**src/rtl/signal_neighborhood_fetch_pkg.sv**
```systemverilog
// Shared types and default geometry for the signal neighbourhood fetch block.
package signal_neighborhood_fetch_pkg;

  localparam int unsigned DEF_GRID_W      = 16;
  localparam int unsigned DEF_GRID_H      = 12;
  localparam int unsigned DEF_SIGNAL_bits = 16;
  localparam int unsigned DEF_LOC_bits    = $clog2(DEF_GRID_W * DEF_GRID_H);

  // Fetch slot counter: slot 0 is the centre, slots 1..8 are directions 0..7
  localparam int unsigned IDX_bits = 4;
  localparam int unsigned IDX_LAST = 8;

  typedef enum logic [2:0] {N, NE, E, SE, S, SW, W, NW} dir_t;

  typedef enum logic [2:0] {
    ST_IDLE,
    ST_FETCH,
    ST_CAPTURE,
    ST_PRESENT,
    ST_DONE
  } state_t;

endpackage

```
**src/rtl/signal_neighborhood_fetch_addr_gen.sv**
```systemverilog
// Neighbour address and on-grid flag for one direction around cell (x, y).
module neighbor_addr_gen
  import signal_neighborhood_fetch_pkg::*;
#(
  parameter int unsigned GRID_W   = DEF_GRID_W,
  parameter int unsigned GRID_H   = DEF_GRID_H,
  parameter int unsigned LOC_bits = $clog2(GRID_W * GRID_H)
) (
  input  logic [LOC_bits-1:0] x,
  input  logic [LOC_bits-1:0] y,
  input  dir_t                dir,
  output logic [LOC_bits-1:0] addr,
  output logic                on_grid
);

  logic                xm, xp, ym, yp;
  logic [LOC_bits-1:0] nx, ny;

  // Decode direction into step flags, then step and bound-check from x/y compares
  always_comb begin
    xm = 1'b0;
    xp = 1'b0;
    ym = 1'b0;
    yp = 1'b0;
    case (dir)
      N:  ym = 1'b1;
      NE: begin ym = 1'b1; xp = 1'b1; end
      E:  xp = 1'b1;
      SE: begin yp = 1'b1; xp = 1'b1; end
      S:  yp = 1'b1;
      SW: begin yp = 1'b1; xm = 1'b1; end
      W:  xm = 1'b1;
      NW: begin ym = 1'b1; xm = 1'b1; end
      default: ;
    endcase

    nx = x;
    if (xp)      nx = x + LOC_bits'(1);
    else if (xm) nx = x - LOC_bits'(1);
    ny = y;
    if (yp)      ny = y + LOC_bits'(1);
    else if (ym) ny = y - LOC_bits'(1);

    on_grid = !(xm && (x == '0)) &&
              !(xp && (x == LOC_bits'(GRID_W - 1))) &&
              !(ym && (y == '0)) &&
              !(yp && (y == LOC_bits'(GRID_H - 1)));

    addr = ny * LOC_bits'(GRID_W) + nx;
  end

endmodule

```
**src/rtl/signal_neighborhood_fetch.sv**
```systemverilog
// Sweeps the grid row-major, reads each cell and its 8 neighbours from the
// signal RAM and presents the assembled neighbourhood over valid/ready.
module signal_neighborhood_fetch
  import signal_neighborhood_fetch_pkg::*;
#(
  parameter int unsigned GRID_W      = DEF_GRID_W,
  parameter int unsigned GRID_H      = DEF_GRID_H,
  parameter int unsigned SIGNAL_bits = DEF_SIGNAL_bits,
  parameter int unsigned LOC_bits    = $clog2(GRID_W * GRID_H)
) (
  input  logic                         Clk,
  input  logic                         Reset_n,
  input  logic                         start,
  output logic                         busy,
  output logic                         done,
  output logic                         mem_rd_en,
  output logic [LOC_bits-1:0]          mem_rd_addr,
  input  logic [SIGNAL_bits-1:0]       mem_rd_data,
  output logic                         out_valid,
  input  logic                         out_ready,
  output logic [LOC_bits-1:0]          out_loc,
  output logic [7:0][SIGNAL_bits-1:0]  surrounding_signals,
  output logic [SIGNAL_bits-1:0]       cur_signal
);

  state_t                        state, nxt_state;
  logic [IDX_bits-1:0]           idx, nxt_idx;
  logic [LOC_bits-1:0]           x, y, nxt_x, nxt_y;
  logic                          last_cell;
  logic [LOC_bits-1:0]           cur_loc, ctr_addr;

  dir_t                          nxt_dir;
  logic [LOC_bits-1:0]           nbr_addr;
  logic                          nbr_on_grid;

  logic                          busy_d, done_d, out_valid_d, rd_en_d, flag_we;
  logic [LOC_bits-1:0]           rd_addr_d;
  logic [7:0][SIGNAL_bits-1:0]   bundle;

  logic                          rd_pend;
  logic [IDX_bits-1:0]           rd_idx;
  logic [7:0][SIGNAL_bits-1:0]   slot;
  logic [8:1]                    sub_flag;

  assign last_cell = (x == LOC_bits'(GRID_W - 1)) && (y == LOC_bits'(GRID_H - 1));
  assign cur_loc   = y * LOC_bits'(GRID_W) + x;
  assign ctr_addr  = nxt_y * LOC_bits'(GRID_W) + nxt_x;
  assign nxt_dir   = dir_t'(3'(nxt_idx - IDX_bits'(1)));

  // Address of the neighbour that the upcoming fetch slot targets
  neighbor_addr_gen #(
    .GRID_W   (GRID_W),
    .GRID_H   (GRID_H),
    .LOC_bits (LOC_bits)
  ) u_addr_gen (
    .x       (nxt_x),
    .y       (nxt_y),
    .dir     (nxt_dir),
    .addr    (nbr_addr),
    .on_grid (nbr_on_grid)
  );

  // State, slot counter and cell position registers
  always_ff @(posedge Clk or negedge Reset_n) begin
    if (!Reset_n) begin
      state <= ST_IDLE;
      idx   <= '0;
      x     <= '0;
      y     <= '0;
    end else begin
      state <= nxt_state;
      idx   <= nxt_idx;
      x     <= nxt_x;
      y     <= nxt_y;
    end
  end

  // Next-state, slot counter and raster advance
  always_comb begin
    nxt_state = state;
    nxt_idx   = idx;
    nxt_x     = x;
    nxt_y     = y;
    case (state)
      ST_IDLE: begin
        if (start) begin
          nxt_state = ST_FETCH;
          nxt_idx   = '0;
          nxt_x     = '0;
          nxt_y     = '0;
        end
      end
      ST_FETCH: begin
        if (idx == IDX_bits'(IDX_LAST)) nxt_state = ST_CAPTURE;
        else                            nxt_idx   = idx + IDX_bits'(1);
      end
      ST_CAPTURE: nxt_state = ST_PRESENT;
      ST_PRESENT: begin
        if (out_valid && out_ready) begin
          if (last_cell) begin
            nxt_state = ST_DONE;
          end else begin
            nxt_state = ST_FETCH;
            nxt_idx   = '0;
            if (x == LOC_bits'(GRID_W - 1)) begin
              nxt_x = '0;
              nxt_y = y + LOC_bits'(1);
            end else begin
              nxt_x = x + LOC_bits'(1);
            end
          end
        end
      end
      ST_DONE: nxt_state = ST_IDLE;
      default: nxt_state = ST_IDLE;
    endcase
  end

  // Next values of the registered outputs, read strobe and assembled bundle
  always_comb begin
    busy_d      = (nxt_state == ST_FETCH) || (nxt_state == ST_CAPTURE) ||
                  (nxt_state == ST_PRESENT);
    done_d      = (nxt_state == ST_DONE);
    out_valid_d = (nxt_state == ST_PRESENT);
    rd_en_d     = 1'b0;
    rd_addr_d   = mem_rd_addr;
    flag_we     = 1'b0;
    if (nxt_state == ST_FETCH) begin
      if (nxt_idx == '0) begin
        rd_en_d   = 1'b1;
        rd_addr_d = ctr_addr;
      end else begin
        flag_we = 1'b1;
        if (nbr_on_grid) begin
          rd_en_d   = 1'b1;
          rd_addr_d = nbr_addr;
        end
      end
    end

    // Slot 8 data is still on the RAM bus during CAPTURE
    bundle = '0;
    for (int d = 0; d < 7; d++) begin
      bundle[d] = sub_flag[d+1] ? slot[0] : slot[d+1];
    end
    bundle[7] = sub_flag[8] ? slot[0] : mem_rd_data;
  end

  // Registered outputs; bundle loaded once per cell and held through PRESENT
  always_ff @(posedge Clk or negedge Reset_n) begin
    if (!Reset_n) begin
      busy                <= 1'b0;
      done                <= 1'b0;
      mem_rd_en           <= 1'b0;
      mem_rd_addr         <= '0;
      out_valid           <= 1'b0;
      out_loc             <= '0;
      cur_signal          <= '0;
      surrounding_signals <= '0;
    end else begin
      busy        <= busy_d;
      done        <= done_d;
      mem_rd_en   <= rd_en_d;
      mem_rd_addr <= rd_addr_d;
      out_valid   <= out_valid_d;
      if (state == ST_CAPTURE) begin
        out_loc             <= cur_loc;
        cur_signal          <= slot[0];
        surrounding_signals <= bundle;
      end
    end
  end

  // Read-return capture into slots and off-grid substitution flags
  always_ff @(posedge Clk or negedge Reset_n) begin
    if (!Reset_n) begin
      rd_pend  <= 1'b0;
      rd_idx   <= '0;
      slot     <= '0;
      sub_flag <= '0;
    end else begin
      rd_pend <= mem_rd_en;
      rd_idx  <= idx;
      if (rd_pend && (rd_idx != IDX_bits'(IDX_LAST))) begin
        slot[rd_idx[2:0]] <= mem_rd_data;
      end
      if (flag_we) begin
        sub_flag[nxt_idx] <= !nbr_on_grid;
      end
    end
  end

endmodule

```
**config.mk**
```make
export PLATFORM = sky130hd
export DESIGN_NAME = signal_neighborhood_fetch
export DESIGN_NICKNAME = d
export VERILOG_FILES = /design/src/rtl/signal_neighborhood_fetch_pkg.sv /design/src/rtl/signal_neighborhood_fetch_addr_gen.sv /design/src/rtl/signal_neighborhood_fetch.sv
export SDC_FILE = /design/constraint.sdc
export NUM_CORES = 1
export LEC_CHECK = 0
export CAP_MARGIN = 40
export CORE_UTILIZATION = 45
export DETAILED_ROUTE_END_ITERATION = 7
export PLACE_DENSITY = 0.69
export RECOVER_POWER = 100
export SYNTH_ARGS = -nofsm -noshare
export SYNTH_HDL_FRONTEND = slang
export SYNTH_SLANG_ARGS = --single-unit
```
**constraint.sdc**
```tcl
create_clock -name Clk -period 4.37 [get_ports Clk]
set_clock_uncertainty 0.2 [all_clocks]
set_input_delay 0.6555 -clock Clk [delete_from_list [all_inputs] [get_ports Clk]]
set_output_delay 0.6555 -clock Clk [all_outputs]
set_load 0.005 [all_outputs]
```
==> flow_metrics.env <==
export IMPL_outcome="finished, violations left"
export IMPL_violations="capacitance limit, slew limit"
export IMPL_initial_utilization_pct=45.7
export IMPL_synthArstFlopShare_pct=100
export IMPL_antenna_found_initial=0
export IMPL_yosysWarningCount=0
export IMPL_cp_start_kind="flop"
export IMPL_num_rows=66
export IMPL_wl_per_cell_um=19.4
export IMPL_diodes=0
export IMPL_hold_violations=0
export IMPL_overflow=0
export IMPL_drtPass1Iterations=5
export IMPL_gp_congestion=0.856
export IMPL_worst_pin_slew_ns=2.30
export IMPL_power_density_nw_per_um2=845
export IMPL_critical_path_class="flop to flop"
export IMPL_core_um2=32500
export IMPL_clock_latency_ns=0.52
export IMPL_syn_cell_area_um2=14900
export IMPL_clk_pin_slew_ns=0.06
export IMPL_fin_tns_setup_ns=0
export IMPL_hp_class="flop to flop"
export IMPL_drtIter0Drc=641
export IMPL_clock_sinks=328
export IMPL_grt_first_pass_wirelength_um=62300
export IMPL_max_cap_violations=1
export IMPL_whs_ns=0.270
export IMPL_cp_required_ns=4.57
export IMPL_track_usage_pct=23.8
export IMPL_grt_pass1_vias=11000
export IMPL_ys_ff_latch=328
export IMPL_power_leakage_nw=9.03
export IMPL_synth_flop_cell="dfrtp_1"
export IMPL_io_pins=184
export IMPL_drc=0
export IMPL_clockBufferDepth=3
export IMPL_crit_arrival_ns=4.52
export IMPL_max_freq_ghz=0.231
export IMPL_synthCells=1298
export IMPL_grt_max_degree=138
export IMPL_cts_made_buffers=36
export IMPL_synth_nets=1342
export IMPL_irDropWorstVdd_mv=0.540
export IMPL_rsz0062_at_grt="true"
export IMPL_slowest_stage="dfrtp_1"
export IMPL_avgSynthCellArea_um2=11.5
export IMPL_layout_commonest_cell="dfrtp_1"
export IMPL_dieWidth_um=184
export IMPL_cts_root_buf="clkbuf_16"
export IMPL_final_core_util_pct=59.9
export IMPL_critPathMaxStageDelay_ns=0.36
export IMPL_crit_path_cell_trace="ha_2, nor4b_4, nand4_1, o211ai_2, a21o_1, nor2_4, ha_4, inv_4, o221ai_4, o221ai_2, o32ai_2, o21ai_1, xnor2_1, ha_1, a21o_1, a21oi_2, xnor2_2, and3_1, o32ai_2, a21oi_1"
export IMPL_slew_headroom_pct=-53.6
export IMPL_min_period_ns=4.32
export IMPL_cts_tree="yes"
export IMPL_dieArea_um2=33800
export IMPL_die_h_um=184
export IMPL_layout_common_cells="dfrtp_1 (328), nand2_1 (220), clkdlybuf4s50_1 (182)"
export IMPL_synth_edf_count=0
export IMPL_setup_viol=0
export IMPL_syn_to_final_growth_pct=31.1
export IMPL_drive_above_1_share_pct=23.8
export IMPL_dp_hpwl_um=27100
export IMPL_cp_end_kind="flop"
export IMPL_num_vias=10900
export IMPL_finalCritPeriodShare_pct=98.9
export IMPL_ant_nets=0
export IMPL_drt_vias_per_instance=5.38
export IMPL_yosysUniqueCellTypes=75
export IMPL_worstPathMaxFanout=5
export IMPL_numPortBuffers=183
export IMPL_drv_slew=87
export IMPL_fin_nets=1597
export IMPL_synth_seq_area_share_pct=55.2
export IMPL_wl_um=39100
export IMPL_h_tree_depth=2
## repair_timing
item / in CTS / in global routing
endpoints found under the hold margin: 82 / 0
buffers inserted: 4 / 3
hold buffers: 1 / 0
setup endpoints to repair: 2 / 3
pin swaps: 16 / 8
resized for setup: 9 / 6
## metrics by stage
stage	cells	setup slack [ns]	cell area (um^2)	total power, mW
after floorplan	1298	-0.163	15000	9.66
after global placement	1936	-0.542	17800	12.7
after detailed placement	1949	-0.599	18100	13.1
after CTS	2017	0.0129	19500	16.5
after global routing	2020	-0.227	19500	17.6
final	2020	0.0466	19500	16.5
## cells by family after synthesis
kind of cell | synth area share, %
muxes | 19.8
buffers and inverters | 2.93
DFF | 55.2
xor gates and xnor gates | 1.18
adders and majority gates | 2.17
AOI/OAI and AO/OA | 8.58
and+or+nand+nor | 10.1
## power breakdown
| part | leakage [nW] | switching, mW | internal (mW) | total (mW) |
|---|---|---|---|---|
| combinational | 4.39 | 3.21 | 4.41 | 7.62 |
| clock | 0.605 | 1.21 | 1.97 | 3.18 |
| sequential | 4.03 | 1.25 | 4.42 | 5.67 |
| total | 9.03 | 5.67 | 10.8 | 16.5 |
## Yosys cell counts, types with 2 or more instances
master     count  area share [%]
o21ai_0      141             4.7
or3_1          3            0.13
nor3b_1        5            0.25
xnor2_1       14            0.82
nand4_1        6            0.25
and3_1        10            0.42
nor2b_1        2           0.084
o211a_1        2            0.13
o21ai_1        4            0.13
a21oi_2        3            0.18
a21o_1         6            0.30
nor3_1        11            0.37
a211o_1        3            0.18
and2_1         5            0.21
ha_1          21             1.8
fa_1           3            0.40
nand3b_1       2            0.10
o2bb2ai_1      2            0.12
o21a_1         3            0.15
nor4_1         9            0.38
o31ai_1        2            0.10
dfrtp_1      328              55
a31oi_1        4            0.17
clkbuf_1      68             1.7
mux2i_1      133             9.0
xor2_1         6            0.35
inv_1         24            0.61
or3b_2         2            0.12
mux2_2       139              11
o221ai_1       3            0.18
buf_2          3            0.10
nor2_1        17            0.43
nand2b_1       3            0.13
o32ai_1        2            0.12
a22o_1         2            0.12
nand2_1      220             5.6
a31o_2         3            0.18
buf_1         16            0.40
mux2_4         3            0.30
nand4b_1       4            0.24
o211ai_2       2            0.17
a21oi_1       11            0.37
o21bai_1       2            0.10
nand3_1       15            0.50
## worst max-delay path: cells and delay by family, from the launching register on
family                   cells  cell delay, ns
AND/OR/NAND/NOR              4            0.79
AO/OA/AOI/OAI               10            1.71
adder cells (fa/ha/maj)      3            0.76
flip-flops                   1            0.36
XOR/XNOR                     2            0.31
buffers and inverters        1            0.05
## final cells by class
type                       instances  area (um^2)
fill                            2649        13100
tap                              442          553
clock buffer                      50         1040
multi-input combinational        857         6420
sequential                       328         8210
timing repair buffer             305         2960
clock inverter                    13          209
inverter                          25         96.3
## flip-flops by register name (all words and copies together), names as in the netlist, 3 cells and up
name and flops:
idx 4, out_loc 8, y 8, x 8
cur_signal 16, surrounding_signals 128, state 3, mem_rd_addr 8
slot 128, sub_flag 8, rd_idx 4
## final timing paths
path | start | to | slack, ns | cells past startpoint
setup / recovery | y[1] | mem_rd_addr[7] | 0.05 | 20
hold / removal | mem_rd_en | rd_pend | 0.27 | 0
setup reg to reg | y[1] | mem_rd_addr[7] | 0.05 | 20
hold reg to reg | mem_rd_en | rd_pend | 0.27 | 0
max in group asynchronous | Reset_n | surrounding_signals[110] | 1.30 | 3
min in group asynchronous | Reset_n | surrounding_signals[66] | 1.14 | 2
## layer usage
metal | part of all wire, % | wire length (um) | vias to the layer above | global-route usage [%]
li1 | - | - | 5046 | -
met1 | 45 | 17700 | 5416 | 33.5
met2 | 46 | 18100 | 323 | 37.9
met3 | 5.3 | 2080 | 76 | 3.27
met4 | 3.1 | 1200 | 0 | 8.40
met5 | 0 | 0 | - | 0
(Power assumes the default switching activity.)
==> RTL edit, RTL diff (config.mk and constraints unchanged) <==
Set the package constant `IDX_bits` to 3 (it was 4).
--- a/src/rtl/signal_neighborhood_fetch_pkg.sv
+++ b/src/rtl/signal_neighborhood_fetch_pkg.sv
@@ -9,3 +9,3 @@
   // Fetch slot counter: slot 0 is the centre, slots 1..8 are directions 0..7
-  localparam int unsigned IDX_bits = 4;
+  localparam int unsigned IDX_bits = 3;
   localparam int unsigned IDX_LAST = 8;
Behaviour: not the same (Yosys sat finds a counterexample within 4 cycles, from zero or initial values and one cycle with Reset_n low).
==> RTL edit against the original RTL <==
The run ends with capacitance limit, slew limit, setup timing left; worst setup slack got worse by 99 ps; wire length is 6.8% lower; synthesized area shrank 1.4%; global-route usage fell by 1.5 points; final area decreased by 2.4%; first-iteration DRC count increased by 4.8%; sequential cell count down 3; core utilization decreased by 0.076 points; critical endpoint unchanged; largest cell class unchanged.
Power is not compared: it rests on default switching activity, and its combinational part moved more than twofold at a synthesized area within 25%.
==> RTL edit: results (changes against the original RTL) <==
status:
  outcome: "finished with violations"  # unchanged
  violations: "capacitance limit, slew limit, setup timing"  # was capacitance limit, slew limit
synthesis:
  synthDistinctLibCells: 69  # was 75
  netlist_top_cells_count: "325 x dfrtp_1, 163 x mux2_2, 143 x nand2_1"  # was 328 x dfrtp_1, 220 x nand2_1, 141 x o21ai_0
  seq_area_frac_synth: 0.555  # was 0.552
flow_run:
  max_cap_violations: 2  # was 1
global_route:
  grt_max_degree: 131  # was 138
  grt_pass1_vias: 10300  # was 11,000
  grt_usage: 0.224  # was 0.238
  grt_first_pass_wirelength_um: 58200  # was 62,300 um
route:
  wire_per_inst_um: 18.8  # was 19.4 um
  drt-vias-per-instance: 5.31  # was 5.38
  drt_first_iter_violations: 672  # was 641
critical_path:
  critPathMaxStageDelay_ps: 560  # was 360 ps
  cp.arrival_ps: 4640  # was 4520 ps
  cpMaxStageDelayCell: "or4_4"  # was dfrtp_1
  regToRegStartpoint: "x[4]"  # was y[1]
min_path:
  hold_end: "rd_idx[1]"  # was rd_pend
placement:
  place_area_mm2: 0.0178  # was 0.0181 mm^2
final_layout:
  final_area_mm2: 0.0190  # was 0.0195 mm^2
  drive_gt1_frac: 0.248  # was 0.238
timing:
  setup_viol: 1  # was 0
  timing.final.ws_setup_ps: -52.4  # was 46.6 ps
  worst_slew_pin_slew_ps: 3300  # was 2300 ps
  drv_slew: 139  # was 87
floorplan:
  die_w_um: 183  # was 184 um
RTL edit: cell types whose count changed after synthesis, moves of 10 or more:
cell / before / now
nand2_1: 220 / 143
clkbuf_1: 68 / 93
o211ai_1: 0 / 12
buf_1: 16 / 6
o21ai_0: 141 / 131
mux2i_1: 133 / 115
mux2_2: 139 / 163
RTL edit: area by class of cell:
type                    instances  share of cell area
multi-input cells             785               0.328
flip-flops and latches        325               0.428
repair buffers                301               0.147
clock inverters                11             0.00763
clock buffers                  50              0.0543
well taps                     435              0.0286
inverters                      30             0.00638
RTL edit: timing repair:
action | CTS | global route
setup endpoints to repair | 8 | 8
pin swaps | 12 | 28
gates resized for setup | 8 | 26
buffers inserted | 3 | 7
RTL edit: stage by stage:
stage	hold slack (ps)	cells	setup slack (ps)	power, mW
after global routing	284	1937	-223	10.8
after detailed placement	254	1866	-450	7.17
final	268	1937	-52.4	10.2
after CTS	110	1930	-67.2	10.3
after global placement	256	1854	-408	7.09
after floorplan	160	1245	-49.3	5.49
RTL edit: metal layers:
metal  vias up  global-route usage  share of wire
li1       4838                   -              -
met1      5165               0.306           0.45
met2       222               0.377           0.49
met3        63              0.0303          0.038
met4         0              0.0534          0.022
met5         -                   0              0
RTL edit: worst max path at each step:
stage | startpoint | to | slack, ps | depth (start not counted)
floorplan | x[5] | mem_rd_addr[7] | -50 | 20
global placement | start | mem_rd_addr[7] | -410 | 18
detailed placement | start | mem_rd_addr[7] | -450 | 18
CTS | x[7] | mem_rd_addr[7] | -70 | 19
global route | x[4] | mem_rd_addr[7] | -220 | 18
finish | x[4] | mem_rd_addr[7] | -50 | 20
RTL edit: report_power, final:
| part | switching, mW | internal (mW) |
|---|---|---|
| Sequential | 0.324 | 3.50 |
| Clock | 1.17 | 1.83 |
| Combinational | 1.62 | 1.74 |
| Total | 3.12 | 7.07 |
RTL edit: cells by family (layout without fill, tap and decap cells):
group / count (synthesis) / in the layout / synth area share
DFF: 325 / 325 / 0.555
muxes: 278 / 278 / 0.204
and+or+nand+nor: 258 / 258 / 0.0858
AOI/OAI and AO/OA: 207 / 207 / 0.0858
buffers and inverters: 135 / 392 / 0.0360
adders and majority gates: 25 / 25 / 0.0229
xor gates and xnor gates: 17 / 17 / 0.0112
